==> config.mk <==
export PLATFORM = sky130hd
export DESIGN_NAME = sprdma
export DESIGN_NICKNAME = d
export VERILOG_FILES = /design/src/rtl/sprdma_pkg.sv /design/src/rtl/sprdma.sv
export SDC_FILE = /design/constraint.sdc
export NUM_CORES = 1
export LEC_CHECK = 0
export CORE_MARGIN = 2
export CORE_UTILIZATION = 47
export CTS_CLUSTER_SIZE = 28
export DETAILED_ROUTE_END_ITERATION = 16
export PLACE_DENSITY = 0.9
export SYNTH_ARGS = -nofsm -noshare
export SYNTH_HDL_FRONTEND = slang
export SYNTH_SLANG_ARGS = --single-unit
==> constraint.sdc <==
create_clock -name clk -period 4.4 [get_ports clk]
set_input_delay 0.66 -clock clk [delete_from_list [all_inputs] [get_ports clk]]
set_output_delay 0.66 -clock clk [all_outputs]
set_load 0.05 [all_outputs]
==> src/rtl/sprdma_pkg.sv <==
// Sprite DMA shared definitions: FSM state encodings and the bus addresses
// shared with the PPU register decode.
package sprdma_pkg;

  typedef enum logic [2:0] {
    ST_READY     = 3'd0,
    ST_ACTIVE_RD = 3'd1,
    ST_ACTIVE_WR = 3'd2,
    ST_COOLDOWN  = 3'd3,
    ST_ALIGN     = 3'd4
  } state_t;

  localparam logic [15:0] DMA_TRIG_ADDR = 16'h4014;
  localparam logic [15:0] OAM_DATA_ADDR = 16'h2004;

endpackage

==> src/rtl/sprdma.sv <==
// Sprite DMA: on a CPU write to 4014 copies page {data,00..FF} into 2004, one byte per read/write cpu_ce pair.
// Optional SPRDMA_ALIGN_EN adds a one-cpu_ce ALIGN state before the first read.
module sprdma
  import sprdma_pkg::*;
(
  input  logic        clk,
  input  logic        rst,
  input  logic        cpu_ce,
  input  logic [15:0] cpumc_a,
  input  logic [7:0]  cpumc_din,
  input  logic [7:0]  cpumc_dout_in,
  input  logic        cpumc_r_nw_in,
  output logic        active,
  output logic [15:0] cpumc_a_out,
  output logic [7:0]  cpumc_dout,
  output logic        cpumc_r_nw
);

  state_t      q_state, d_state;
  logic [7:0]  q_page, d_page;
  logic [7:0]  q_index, d_index;
  logic [7:0]  q_data, d_data;
  logic        q_active, d_active;
  logic [15:0] q_a_out, d_a_out;
  logic [7:0]  q_dout, d_dout;
  logic        q_r_nw, d_r_nw;
  logic        trig;

  assign trig = cpu_ce & ~cpumc_r_nw_in & (cpumc_a == DMA_TRIG_ADDR);

  always_comb begin
    d_state = q_state;
    d_page  = q_page;
    d_index = q_index;
    d_data  = q_data;
    if (cpu_ce) begin
      case (q_state)
        ST_READY: begin
          if (trig) begin
            d_page  = cpumc_dout_in;
            d_index = 8'h00;
`ifdef SPRDMA_ALIGN_EN
            d_state = ST_ALIGN;
`else
            d_state = ST_ACTIVE_RD;
`endif
          end
        end
`ifdef SPRDMA_ALIGN_EN
        ST_ALIGN:     d_state = ST_ACTIVE_RD;
`endif
        ST_ACTIVE_RD: begin
          d_data  = cpumc_din;
          d_state = ST_ACTIVE_WR;
        end
        ST_ACTIVE_WR: begin
          // index wraps in 8 bits; the page is never carried into
          d_index = q_index + 8'h01;
          d_state = (q_index == 8'hFF) ? ST_COOLDOWN : ST_ACTIVE_RD;
        end
        ST_COOLDOWN:  d_state = ST_READY;
        default:      d_state = ST_READY;
      endcase
    end
  end

  // Outputs are decoded from the next state so they register on the same edge.
  always_comb begin
    d_active = 1'b1;
    d_a_out  = OAM_DATA_ADDR;
    d_dout   = 8'h00;
    d_r_nw   = 1'b1;
    case (d_state)
      ST_READY: begin
        d_active = 1'b0;
        d_a_out  = 16'h0000;
      end
      ST_ALIGN:     d_a_out = DMA_TRIG_ADDR;
      ST_ACTIVE_RD: d_a_out = {d_page, d_index};
      ST_ACTIVE_WR: begin
        d_dout = d_data;
        d_r_nw = 1'b0;
      end
      default: ;
    endcase
  end

  always_ff @(posedge clk) begin
    if (rst) begin
      q_state  <= ST_READY;
      q_page   <= 8'h00;
      q_index  <= 8'h00;
      q_data   <= 8'h00;
      q_active <= 1'b0;
      q_a_out  <= 16'h0000;
      q_dout   <= 8'h00;
      q_r_nw   <= 1'b1;
    end else begin
      q_state  <= d_state;
      q_page   <= d_page;
      q_index  <= d_index;
      q_data   <= d_data;
      q_active <= d_active;
      q_a_out  <= d_a_out;
      q_dout   <= d_dout;
      q_r_nw   <= d_r_nw;
    end
  end

  assign active      = q_active;
  assign cpumc_a_out = q_a_out;
  assign cpumc_dout  = q_dout;
  assign cpumc_r_nw  = q_r_nw;

endmodule

Yosys cells after proc, flatten, opt, wreduce, memory -nomap -nowiden

Index checks and enable logic that the tools add are counted.

Input bits: 36
Register bits after elaboration: 53
ROM bits: 0
Output and inout bits: 26
Memory bits (writable): 0
Memories kept: 0
Latch bits: 0

Order comparisons: 0
Eq/ne operators: 7
Add/sub/neg operators: 1
Reduce and logical (&&, ||, !) cells: 3
Multiply operators: 0
Shifts and indexed selects: 0
Div/mod/pow operators: 0
Bitwise gates (word level): 4
Multiplexer cells: 15

Operators with widths:

| operator                                                                | count |
|---|---|
| 8-bit two-way mux                                                       | 7 |
| 16-bit case mux with 3 select lines                                     | 1 |
| 16-bit by 15-bit equality test with 1-bit output, second input constant | 1 |
| 8-bit case mux with 2 select lines                                      | 1 |
| 3-bit case mux with 3 select lines                                      | 1 |
| 8-bit by 1-bit adder with 8-bit output, second input constant           | 1 |
| 8-bit equality test, second input constant                              | 1 |
| 3-bit by 1-bit equality test with 1-bit output, second input constant   | 2 |
| 3-bit by 2-bit equality test with 1-bit output, second input constant   | 2 |
| 3-bit logical NOT                                                       | 2 |
| 3-bit two-way mux                                                       | 2 |
| 3-bit equality test, second input constant                              | 1 |
| 1-bit bitwise AND                                                       | 2 |
| 1-bit two-way mux                                                       | 2 |
| 2-bit two-way mux                                                       | 1 |
| 1-bit NOT                                                               | 2 |
| 2-bit OR reduction                                                      | 1 |

Logic depth before layout (Yosys ltp)

Gate-level depths: netlist (run 1).

Word-level depth: 9
Depth in mapped cells: 7
Gate-level depth less buffers: 6

Worst setup path after synthesis (run 1)

Ideal clock, no wire load.

Path kind: input to register
Start: input cpumc_a[7]
End: register q_a_out[4] (netlist: cpumc_a_out[4])
Cell stages on the path: 5
Data arrival time: 1740 ps
Slack: 2543 ps
Setup time: 117 ps
Path buffers: 0
Cells stage by stage: nor4_1 -> and4b_1 -> a21oi_1 -> a31o_1 -> a22o_1

Word-level cells in the longest chain between the ends: 7
Elaborated cells on any way between the ends: 12
Those cells by class: eq/ne (3); mux (7); bitwise (1); reduce/logical (1)

Ends and longest elaborated chain:

| item                                                                         | line          | RTL |
|---|---|---|
| start: declaration                                                           | sprdma.sv:9   | `input logic [15:0] cpumc_a,` |
| 16-bit by 15-bit equality test with 1-bit output *                           | sprdma.sv:29  | `assign trig = cpu_ce & ~cpumc_r_nw_in & (cpumc_a == DMA_TRIG_ADDR);` |
| 1-bit bitwise AND *                                                          | sprdma.sv:29  |  |
| 3-bit two-way mux                                                            | sprdma.sv:39  | `if (trig) begin` |
| 3-bit case mux with 3 select lines                                           | sprdma.sv:37  | `case (q_state)` |
| 3-bit two-way mux                                                            | sprdma.sv:36  | `if (cpu_ce) begin` |
| 3-bit by 1-bit equality test with 1-bit output, or another cell as far along | sprdma.sv:73  | `case (d_state)` |
| 16-bit case mux with 3 select lines *                                        | sprdma.sv:73  |  |
| end signal: assignment                                                       | sprdma.sv:104 | `q_a_out <= d_a_out;` |
| end: declaration                                                             | sprdma.sv:24  | `logic [15:0] q_a_out, d_a_out;` |

Every way passes the cells marked *; elsewhere a longest branch is shown, timed or not.
A chain may end at the register's enable or synchronous reset.

Final worst setup path (run 1)

Start: input cpu_ce
End: register q_a_out[0] (netlist: cpumc_a_out[0])

Word-level cells in the longest chain between the ends: 7
Elaborated cells on any way between the ends: 12
Those cells by class: eq/ne (2); mux (7); bitwise (2); reduce/logical (1)

Ends and longest elaborated chain:

| item                                                                         | line         | RTL |
|---|---|---|
| start: declaration                                                           | sprdma.sv:8  | `input logic cpu_ce,` |
| 1-bit bitwise AND (2 in a row)                                               | sprdma.sv:29 |  |
| 3-bit two-way mux                                                            | sprdma.sv:39 |  |
| 3-bit case mux with 3 select lines                                           | sprdma.sv:37 |  |
| 3-bit two-way mux                                                            | sprdma.sv:36 |  |
| 3-bit by 1-bit equality test with 1-bit output, or another cell as far along | sprdma.sv:73 |  |
| 16-bit case mux with 3 select lines *                                        | sprdma.sv:73 |  |

Marks and branches as above.

==> flow_metrics.env, run 1 <==
export IMPL_switching_share=0.213
export IMPL_syn_area_um2=2060
export IMPL_cts_resized_gates=0
export IMPL_path_class="in -> reg"
export IMPL_io_buffers=61
export IMPL_end_kind="register"
export IMPL_drc=0
export IMPL_pwr_share_seq=0.605
export IMPL_async_flop_share=0
export IMPL_fmax_mhz=382
export IMPL_ant_nets=0
export IMPL_status="completed"
export IMPL_die_w_um=70.2
export IMPL_dp_hpwl_um=3270
export IMPL_first_iter_violations=124
export IMPL_grt_antenna_before_repair=0
export IMPL_synthAdderAreaFrac=0.00607
export IMPL_grt_ovfl_total=0
export IMPL_seqCellArea_um2=1060
export IMPL_start_kind="input port"
export IMPL_cts_buffers_inserted=5
export IMPL_tightestPinTransition_ns=0.830
export IMPL_synth_seq_cells=53
export IMPL_finalSetupViolations=0
export IMPL_areaGrowthSynthToFinish_pct=34.6
export IMPL_cts_hold_fix_buffers=0
export IMPL_powerDensity_nw_per_um2=286
export IMPL_start_util=0.480
export IMPL_avgSynthCellArea_um2=9.33
export IMPL_whs_path_depth=2
export IMPL_io_pins=62
export IMPL_multi_input_area_um2=937
export IMPL_synth_compound_area_frac=0.154
export IMPL_n_fill_cell=366
export IMPL_synth_top_area_cell="dfxtp_1"
export IMPL_drv_cap=0
export IMPL_synth_distinct_cells=48
export IMPL_diodes=0
export IMPL_root_buffer="clkbuf_8"
export IMPL_synth_edff_count=0
export IMPL_gp_congestion=0.895
export IMPL_skew_ns=0.00960
export IMPL_yosysTopAreaCellShare=0.515
export IMPL_hp_class="reg -> reg"
export IMPL_syn_num_nets=258
export IMPL_slew_headroom=0.444
export IMPL_muxShareOfSynthArea=0.0552
export IMPL_dr_pass1_iters=4
export IMPL_vias=1798
export IMPL_htree_num_levels=2
export IMPL_synth_top_family_by_area="simple AND/OR/NAND/NOR gates"
export IMPL_tritoncts="done"
export IMPL_grt_pass1_wl_um=7640
export IMPL_core_um2=4290
export IMPL_worstPathMaxFanout=14
export IMPL_post_cts_setup_buffers=0
export IMPL_drive_gt1_frac=0.0612
export IMPL_yosysMostFrequentCell="dfxtp_1"
export IMPL_cp_data_required_time_ns=4.62
export IMPL_fp_dieH_um=70.2
export IMPL_final_core_util=0.646
export IMPL_design_die_area_um2=4930
export IMPL_ys_top_cells_by_count="dfxtp_1 (53), nor2_1 (34), nand2_1 (28)"
export IMPL_synth_xor_area_frac=0
export IMPL_nets=314
export IMPL_routed_via_density=5.45
export IMPL_grt_setup_unrepaired="false"
export IMPL_pwr_share_clk=0.339
export IMPL_vdd_drop_max_uv=222
export IMPL_cp_arrival_ns=2.83
export IMPL_rows=24
export IMPL_min_period_ns=2.62
export IMPL_routed_wl_um=4580
export IMPL_yosysWarnings=0
export IMPL_yosys_area_share_simple=0.237
export IMPL_internal_power_uw=623
export IMPL_drv_slew=0
export IMPL_reg2reg_depth=4
export IMPL_grt_pass1_vias=1723
export IMPL_clk_latency_ns=0.30
export IMPL_synthCells=221
export IMPL_synth_main_ff_cell="dfxtp_1"
export IMPL_finalSetupTns_ns=0
export IMPL_power_leakage_uw=0.000968
export IMPL_clockBufferDepth=2
export IMPL_switching_power_uw=169
export IMPL_wl_per_cell_um=13.9
export IMPL_cts_sinks=53
export IMPL_period_share=0.595
export IMPL_combPwrFrac=0.057
export IMPL_path_clk_slew_ns=0.09
export IMPL_hold_viol_final=0
export IMPL_ys_seq_area_frac=0.515
export IMPL_track_usage=0.194
export IMPL_grt_start_max_net_pins=20
export IMPL_yosys_top_cells_area="dfxtp_1 (51%), nor2_1 (6.2%), nand2_1 (5.1%), a21oi_1 (4.1%), mux2i_1 (3.9%)"
## metal layers
| metal | up-vias | track usage | part of all wire | wire, um |
|---|---|---|---|---|
| li1 | 892 | - | - | - |
| met1 | 828 | 0.242 | 0.44 | 2000 |
| met2 | 71 | 0.309 | 0.47 | 2160 |
| met3 | 7 | 0.0563 | 0.077 | 353 |
| met4 | 0 | 0.0855 | 0.013 | 59 |
| met5 | - | 0 | 0 | 0 |
## flip-flops by register name, indices dropped and copies added, names as in the netlist
| register | flops |
|---|---|
| q_page | 8 |
| active | 1 |
| cpumc_r_nw | 1 |
| cpumc_dout | 8 |
| q_index | 8 |
| q_data | 8 |
| cpumc_a_out | 16 |
| q_state | 3 |
## worst paths after layout
kind / startpoint / to / slack, ns
min: q_page[5] / q_page[5] / 0.46
max reg2reg: q_state[1] / cpumc_a_out[0] / 2.32
max: cpu_ce / cpumc_a_out[0] / 1.78
min reg2reg: q_page[5] / q_page[5] / 0.46
## per-stage QoR
step,area (um^2),hold slack [ns],worst slack (ns),power [uW],instances
finish,2780,0.455,1.78,792,330
global route,2780,0.481,1.54,822,330
CTS,2780,0.456,1.81,798,330
detailed placement,2690,0.443,1.49,535,322
global placement,2690,0.437,1.57,535,322
floorplan,2060,0.431,2.54,501,221
## kinds of logic after synthesis
family	Yosys count
fa+ha+maj	1
compound gates	43
simple gates	98
buf+inv	15
mux	11
flops	53
## worst max-delay path: stages
cell and delay (ns):
clkdlybuf4s50_1 0.71, nor4bb_1 0.23, and4b_1 0.30, and3_1 0.48, o21ai_2 0.18, a211oi_1 0.26
## power groups by stage
stage                     clock, uW  combinational, uW  sequential, uW
after global routing            294               48.3             479
final                           268               45.0             479
after detailed placement          0               45.0             490
after floorplan                   0               11.0             490
after CTS                       273               45.2             479
after global placement            0               44.6             490
## layout by cell type (no fill, tap or decap), drive strengths merged, types with 2 or more instances in the layout
cell type / count
a211oi: 3
a21oi: 18
a31oi: 4
a32oi: 2
and2: 2
and3: 4
and4: 3
and4b: 2
clkbuf: 6
clkdlybuf4s50: 61
dfxtp: 53
inv: 3
mux2: 3
mux2i: 8
nand2: 28
nand2b: 4
nand3: 4
nand4: 2
nor2: 34
nor2b: 3
nor3: 3
nor3b: 2
nor4: 2
nor4bb: 2
o21ai: 3
o31ai: 2
## cell type report
class / instances / share of cell area
sequential: 53 / 0.382
multi-input combinational: 153 / 0.338
timing repair buffer: 62 / 0.223
clock buffer: 6 / 0.0261
tap: 52 / 0.0234
clock inverter: 2 / 0.00496
inverter: 2 / 0.00271
Note: power is estimated with default switching activity, not from simulation.
==> run 2, diff against run 1 <==
--- a/config.mk
+++ b/config.mk
@@ -6,10 +6,10 @@
 export NUM_CORES = 1
 export LEC_CHECK = 0
 export CORE_MARGIN = 2
-export CORE_UTILIZATION = 47
+export CORE_UTILIZATION = 42
 export CTS_CLUSTER_SIZE = 28
 export DETAILED_ROUTE_END_ITERATION = 16
-export PLACE_DENSITY = 0.9
+export PLACE_DENSITY = 0.86
 export SYNTH_ARGS = -nofsm -noshare
 export SYNTH_HDL_FRONTEND = slang
 export SYNTH_SLANG_ARGS = --single-unit
==> constraint.sdc (replaced) <==
create_clock -name clk -period 2.4 [get_ports clk]
set_input_delay 0.36 -clock clk [delete_from_list [all_inputs] [get_ports clk]]
set_output_delay 0.36 -clock clk [all_outputs]
set_load 0.05 [all_outputs]
==> flow_metrics.env, run 2 (synthesis gave the netlist of run 1 again) <==
export IMPL_first_iter_violations=152
export IMPL_critPathSlowestCell="dfxtp_1"
export IMPL_path_clk_slew_ns=0.10
export IMPL_routed_wl_um=4770
export IMPL_drv_slew=0
export IMPL_crit_buf_inv=1
export IMPL_period_share=0.854
export IMPL_powerDensity_nw_per_um2=513
export IMPL_wl_per_cell_um=13.5
export IMPL_met3_length_um=380
export IMPL_dp_hpwl_um=3450
export IMPL_cts_hold_fix_buffers=0
export IMPL_clockBufferDepth=2
export IMPL_die_w_um=74.1
export IMPL_finalSetupViolations=0
export IMPL_grt_antenna_before_repair=0
export IMPL_nets=321
export IMPL_dr_pass1_iters=4
export IMPL_rows=25
export IMPL_grt_pass1_wl_um=7450
export IMPL_drt_met1_wl_um=2140
export IMPL_critPathMaxStageDelay_ns=0.43
export IMPL_diodes=0
export IMPL_min_period_ns=2.05
export IMPL_vias=1832
export IMPL_fmax_mhz=488
export IMPL_dpl_cell_area_um2=2760
export IMPL_grt_start_max_net_pins=17
export IMPL_whs_path_depth=2
export IMPL_rr_endpoint="cpumc_a_out[14]"
export IMPL_final_cell_mix="clkdlybuf4s50_1 (61), dfxtp_1 (53), nor2_1 (34)"
export IMPL_cts_sinks=53
export IMPL_cp_arrival_ns=2.25
export IMPL_seqCellArea_um2=1060
export IMPL_fin_cells=352
export IMPL_r2r_slack_ns=0.35
export IMPL_ant_nets=0
export IMPL_top_layer_used="met4"
export IMPL_dp_cells=344
export IMPL_grt_setup_unrepaired="false"
export IMPL_track_usage=0.177
export IMPL_status="completed"
export IMPL_root_buffer="clkbuf_8"
export IMPL_design_die_area_um2=5490
export IMPL_cts_buffers_inserted=5
export IMPL_critPathTopFamily="simple AND/OR/NAND/NOR gates"
export IMPL_path_class="reg -> reg"
export IMPL_routed_via_density=5.20
export IMPL_grt_pass1_vias=1698
export IMPL_mostFrequentLayoutCell="clkdlybuf4s50_1"
export IMPL_grt_ovfl_total=0
export IMPL_fp_dieH_um=74.1
export IMPL_clk_latency_ns=0.31
export IMPL_areaGrowthSynthToFinish_pct=37.8
export IMPL_drive_gt1_frac=0.0807
export IMPL_cts_resized_gates=0
export IMPL_skew_ns=0.00960
export IMPL_io_pins=62
export IMPL_hold_end="q_page[5]"
export IMPL_hp_class="reg -> reg"
export IMPL_start_util=0.437
export IMPL_cp_cell_sequence="ha_1 -> and4_1 -> and4_1 -> o32ai_4 -> buf_4 -> a221oi_1 -> nor2_1"
export IMPL_worstPathMaxFanout=6
export IMPL_largest_reg_flops=16
export IMPL_fin_area_um2=2840
export IMPL_end_kind="register"
export IMPL_r2r_start="q_index[0]"
export IMPL_slew_headroom=0.575
export IMPL_reg2reg_depth=7
export IMPL_hold_viol_final=0
export IMPL_cp_data_required_time_ns=2.60
export IMPL_gp_congestion=0.847
export IMPL_cp_common_cell="and4_1"
export IMPL_core_um2=4720
export IMPL_finalSetupTns_ns=0
export IMPL_drv_cap=0
export IMPL_tritoncts="done"
export IMPL_power_leakage_uw=0.000997
export IMPL_holdCritStartpoint="q_page[5]"
export IMPL_io_buffers=61
export IMPL_n_fill_cell=425
export IMPL_vdd_drop_max_uv=305
export IMPL_multi_input_area_um2=932
export IMPL_layout_setup_ws_ns=0.349
export IMPL_wl_met2_um=2210
export IMPL_start_kind="register"
export IMPL_post_cts_setup_buffers=0
export IMPL_dp_slack_ns=0.119
export IMPL_tightestPinTransition_ns=0.636
export IMPL_htree_num_levels=2
export IMPL_drc=0
run 2: per-layer routing:
layer,vias up,global-route usage
met5,-,0
met4,0,0.0606
met3,7,0.0515
met2,66,0.298
met1,856,0.218
li1,903,-
run 2: layout make-up:
| cell class | instances | share of cell area |
|---|---|---|
| multi-input combinational | 153 | 0.328 |
| inverter | 2 | 0.00264 |
| tap | 67 | 0.0295 |
| timing repair buffer | 69 | 0.236 |
| clock buffer | 6 | 0.0255 |
| clock inverter | 2 | 0.00484 |
| sequential | 53 | 0.373 |
run 2: worst max path at each step:
stage	depth (start not counted)	slack [ns]	endpoint	from
3_5_place_dp	6	0.12	cpumc_dout[2]	cpumc_a[8]
4_1_cts	7	0.36	cpumc_a_out[14]	q_index[0]
2_1_floorplan	6	0.73	cpumc_a_out[4]	q_index[0]
3_3_place_gp	6	0.23	cpumc_dout[2]	cpu_ce
5_1_grt	7	0.21	cpumc_a_out[14]	q_index[0]
6_report	7	0.35	cpumc_a_out[14]	q_index[0]
run 2: worst min-delay path, stage by stage (launching register included):
cell,delay (ns)
dfxtp_1,0.32
nand2_1,0.05
a21oi_1,0.05
run 2: metrics by stage:
stage               utilization  hold WS (ns)  total power, uW
floorplan                     -         0.431              919
global placement          0.583         0.437              983
detailed placement        0.583         0.447              984
CTS                       0.602         0.460             1470
global route              0.602         0.480             1510
finish                    0.602         0.462             1460
run 2: where the power goes:
part / leakage, uW / internal, uW / total, uW / switching (uW)
logic: 0.000525 / 58.2 / 85.2 / 27.1
registers: 0.000427 / 878 / 878 / 0.000611
clock network: 0.0000456 / 208 / 493 / 284
==> run 3, diff against run 2 <==
--- a/config.mk
+++ b/config.mk
@@ -5,6 +5,7 @@
 export SDC_FILE = /design/constraint.sdc
 export NUM_CORES = 1
 export LEC_CHECK = 0
+export CAP_MARGIN = 20
 export CORE_MARGIN = 2
 export CORE_UTILIZATION = 42
 export CTS_CLUSTER_SIZE = 28
==> constraint.sdc (replaced) <==
create_clock -name clk -period 2.4 [get_ports clk]
set_input_delay 0.72 -clock clk [delete_from_list [all_inputs] [get_ports clk]]
set_output_delay 0.72 -clock clk [all_outputs]
set_load 0.05 [all_outputs]
==> flow_metrics.env, run 3 (synthesis gave the netlist of run 1 again) <==
export IMPL_slew_headroom=0.615
export IMPL_r2r_start="q_index[0]"
export IMPL_nets=331
export IMPL_rows=25
export IMPL_htree_num_levels=2
export IMPL_critPathSlowestCell="clkdlybuf4s50_1"
export IMPL_cts_hold_fix_buffers=0
export IMPL_met2_usage=0.285
export IMPL_cp_common_cell="buf_4"
export IMPL_start_util=0.437
export IMPL_start_kind="input port"
export IMPL_layout_setup_ws_ns=0.196
export IMPL_mostFrequentLayoutCell="clkdlybuf4s50_1"
export IMPL_dr_pass1_iters=4
export IMPL_dp_slack_ns=-0.0839
export IMPL_areaGrowthSynthToFinish_pct=42.5
export IMPL_first_iter_violations=117
export IMPL_vias=1857
export IMPL_drv_slew=0
export IMPL_die_w_um=74.1
export IMPL_met1_usage=0.222
export IMPL_ant_nets=0
export IMPL_busiest_layer="met2"
export IMPL_routed_wl_um=4660
export IMPL_grt_pass1_wl_um=7520
export IMPL_path_clk_slew_ns=0.11
export IMPL_cts_resized_gates=0
export IMPL_cp_arrival_ns=2.44
export IMPL_largest_reg_flops=16
export IMPL_min_period_ns=2.20
export IMPL_grt_start_max_net_pins=28
export IMPL_track_usage=0.178
export IMPL_worstPathMaxFanout=12
export IMPL_clockBufferDepth=2
export IMPL_tightestPinTransition_ns=0.576
export IMPL_power_total_uw=1490
export IMPL_grt_ovfl_total=0
export IMPL_powerDensity_nw_per_um2=506
export IMPL_rr_endpoint="cpumc_a_out[14]"
export IMPL_drv_cap=0
export IMPL_end_kind="register"
export IMPL_dp_hpwl_um=3490
export IMPL_endpoint="q_page[1]"
export IMPL_cts_sinks=53
export IMPL_switching_share=0.227
export IMPL_gp_congestion=0.836
export IMPL_combPwrFrac=0.057
export IMPL_hold_viol_final=0
export IMPL_grt_pass1_vias=1702
export IMPL_tritoncts="done"
export IMPL_hp_class="reg -> reg"
export IMPL_skew_ns=0.0132
export IMPL_finalSetupViolations=0
export IMPL_switching_power_uw=337
export IMPL_reg2reg_depth=7
export IMPL_routed_via_density=5.13
export IMPL_cp_cell_sequence="clkdlybuf4s50_1 -> buf_4 -> nor4b_1 -> and3_1 -> buf_4 -> nand2_1 -> a21oi_1"
export IMPL_fp_dieH_um=74.1
export IMPL_pwr_share_clk=0.352
export IMPL_io_buffers=61
export IMPL_core_um2=4720
export IMPL_io_pins=62
export IMPL_crit_start="cpu_ce"
export IMPL_whs_ns=0.467
export IMPL_cp_data_required_time_ns=2.64
export IMPL_design_die_area_um2=5490
export IMPL_vdd_drop_max_uv=401
export IMPL_power_leakage_uw=0.00105
export IMPL_clk_latency_ns=0.32
export IMPL_finalSetupTns_ns=0
export IMPL_grt_antenna_before_repair=0
export IMPL_r2r_slack_ns=0.43
export IMPL_wl_per_cell_um=12.9
export IMPL_root_buffer="clkbuf_8"
export IMPL_drc=0
export IMPL_use_met3=0.0528
export IMPL_internal_power_uw=1150
export IMPL_pwr_share_seq=0.591
export IMPL_cts_buffers_inserted=5
export IMPL_grt_setup_unrepaired="false"
export IMPL_path_class="in -> reg"
export IMPL_drive_gt1_frac=0.115
export IMPL_critPathMaxStageDelay_ns=0.51
export IMPL_period_share=0.918
export IMPL_diodes=0
export IMPL_fmax_mhz=454
export IMPL_post_cts_setup_buffers=0
export IMPL_status="completed"
export IMPL_final_cell_mix="clkdlybuf4s50_1 (61), dfxtp_1 (53), nor2_1 (34)"
export IMPL_final_core_util=0.622
==> run 3: cell types whose count changed in the layout (fill, tap and decap cells not counted), sizes merged <==
cell	before	now
buf	8	18
clkbuf	6	5
clkinv	1	0
clkinvlp	0	2
==> run 3: stage by stage <==
step                cell area (um^2)  std cells
CTS                             2940        362
floorplan                       2060        221
global placement                2840        354
global route                    2940        362
detailed placement              2840        354
finish                          2940        362
==> run 3: critical path: cells and delay by family <==
| family | cells | cell delay, ns |
|---|---|---|
| compound gates | 1 | 0.15 |
| buf+inv | 3 | 0.88 |
| simple gates | 3 | 0.69 |
==> run 3: worst min-delay path by stage <==
stage / start / end / slack [ns] / cells after the start
2_1_floorplan: q_page[5] / q_page[5] / 0.43 / 2
3_3_place_gp: q_page[5] / q_page[5] / 0.44 / 2
3_5_place_dp: q_page[2] / cpumc_a_out[10] / 0.45 / 2
4_1_cts: q_page[2] / cpumc_a_out[10] / 0.47 / 2
5_1_grt: q_page[2] / q_page[2] / 0.49 / 2
6_report: q_page[0] / cpumc_a_out[8] / 0.47 / 2
==> run 3: layout make-up <==
type	instances	area, um^2
clock buffers	5	68.8
clock inverters	3	26.3
fillers	416	1790
inverters	2	7.51
multi-input cells	153	932
flip-flops and latches	53	1060
well taps	67	83.8
repair buffers	79	758
==> run 3: per-layer routing <==
| layer | part of all wire | vias to the layer above | wire (um) |
|---|---|---|---|
| li1 | - | 923 | - |
| met1 | 0.44 | 851 | 2040 |
| met2 | 0.46 | 74 | 2150 |
| met3 | 0.085 | 9 | 396 |
| met4 | 0.015 | 0 | 70 |
| met5 | 0 | - | 0 |
==> run 3: power by group through the flow <==
stage / sequential, uW / combinational [uW] / clock, uW
after floorplan: 899 / 20.1 / 0
after global placement: 899 / 85.0 / 0
after detailed placement: 899 / 85.7 / 0
after CTS: 879 / 85.7 / 549
after global routing: 879 / 91.8 / 580
final: 879 / 85.4 / 524
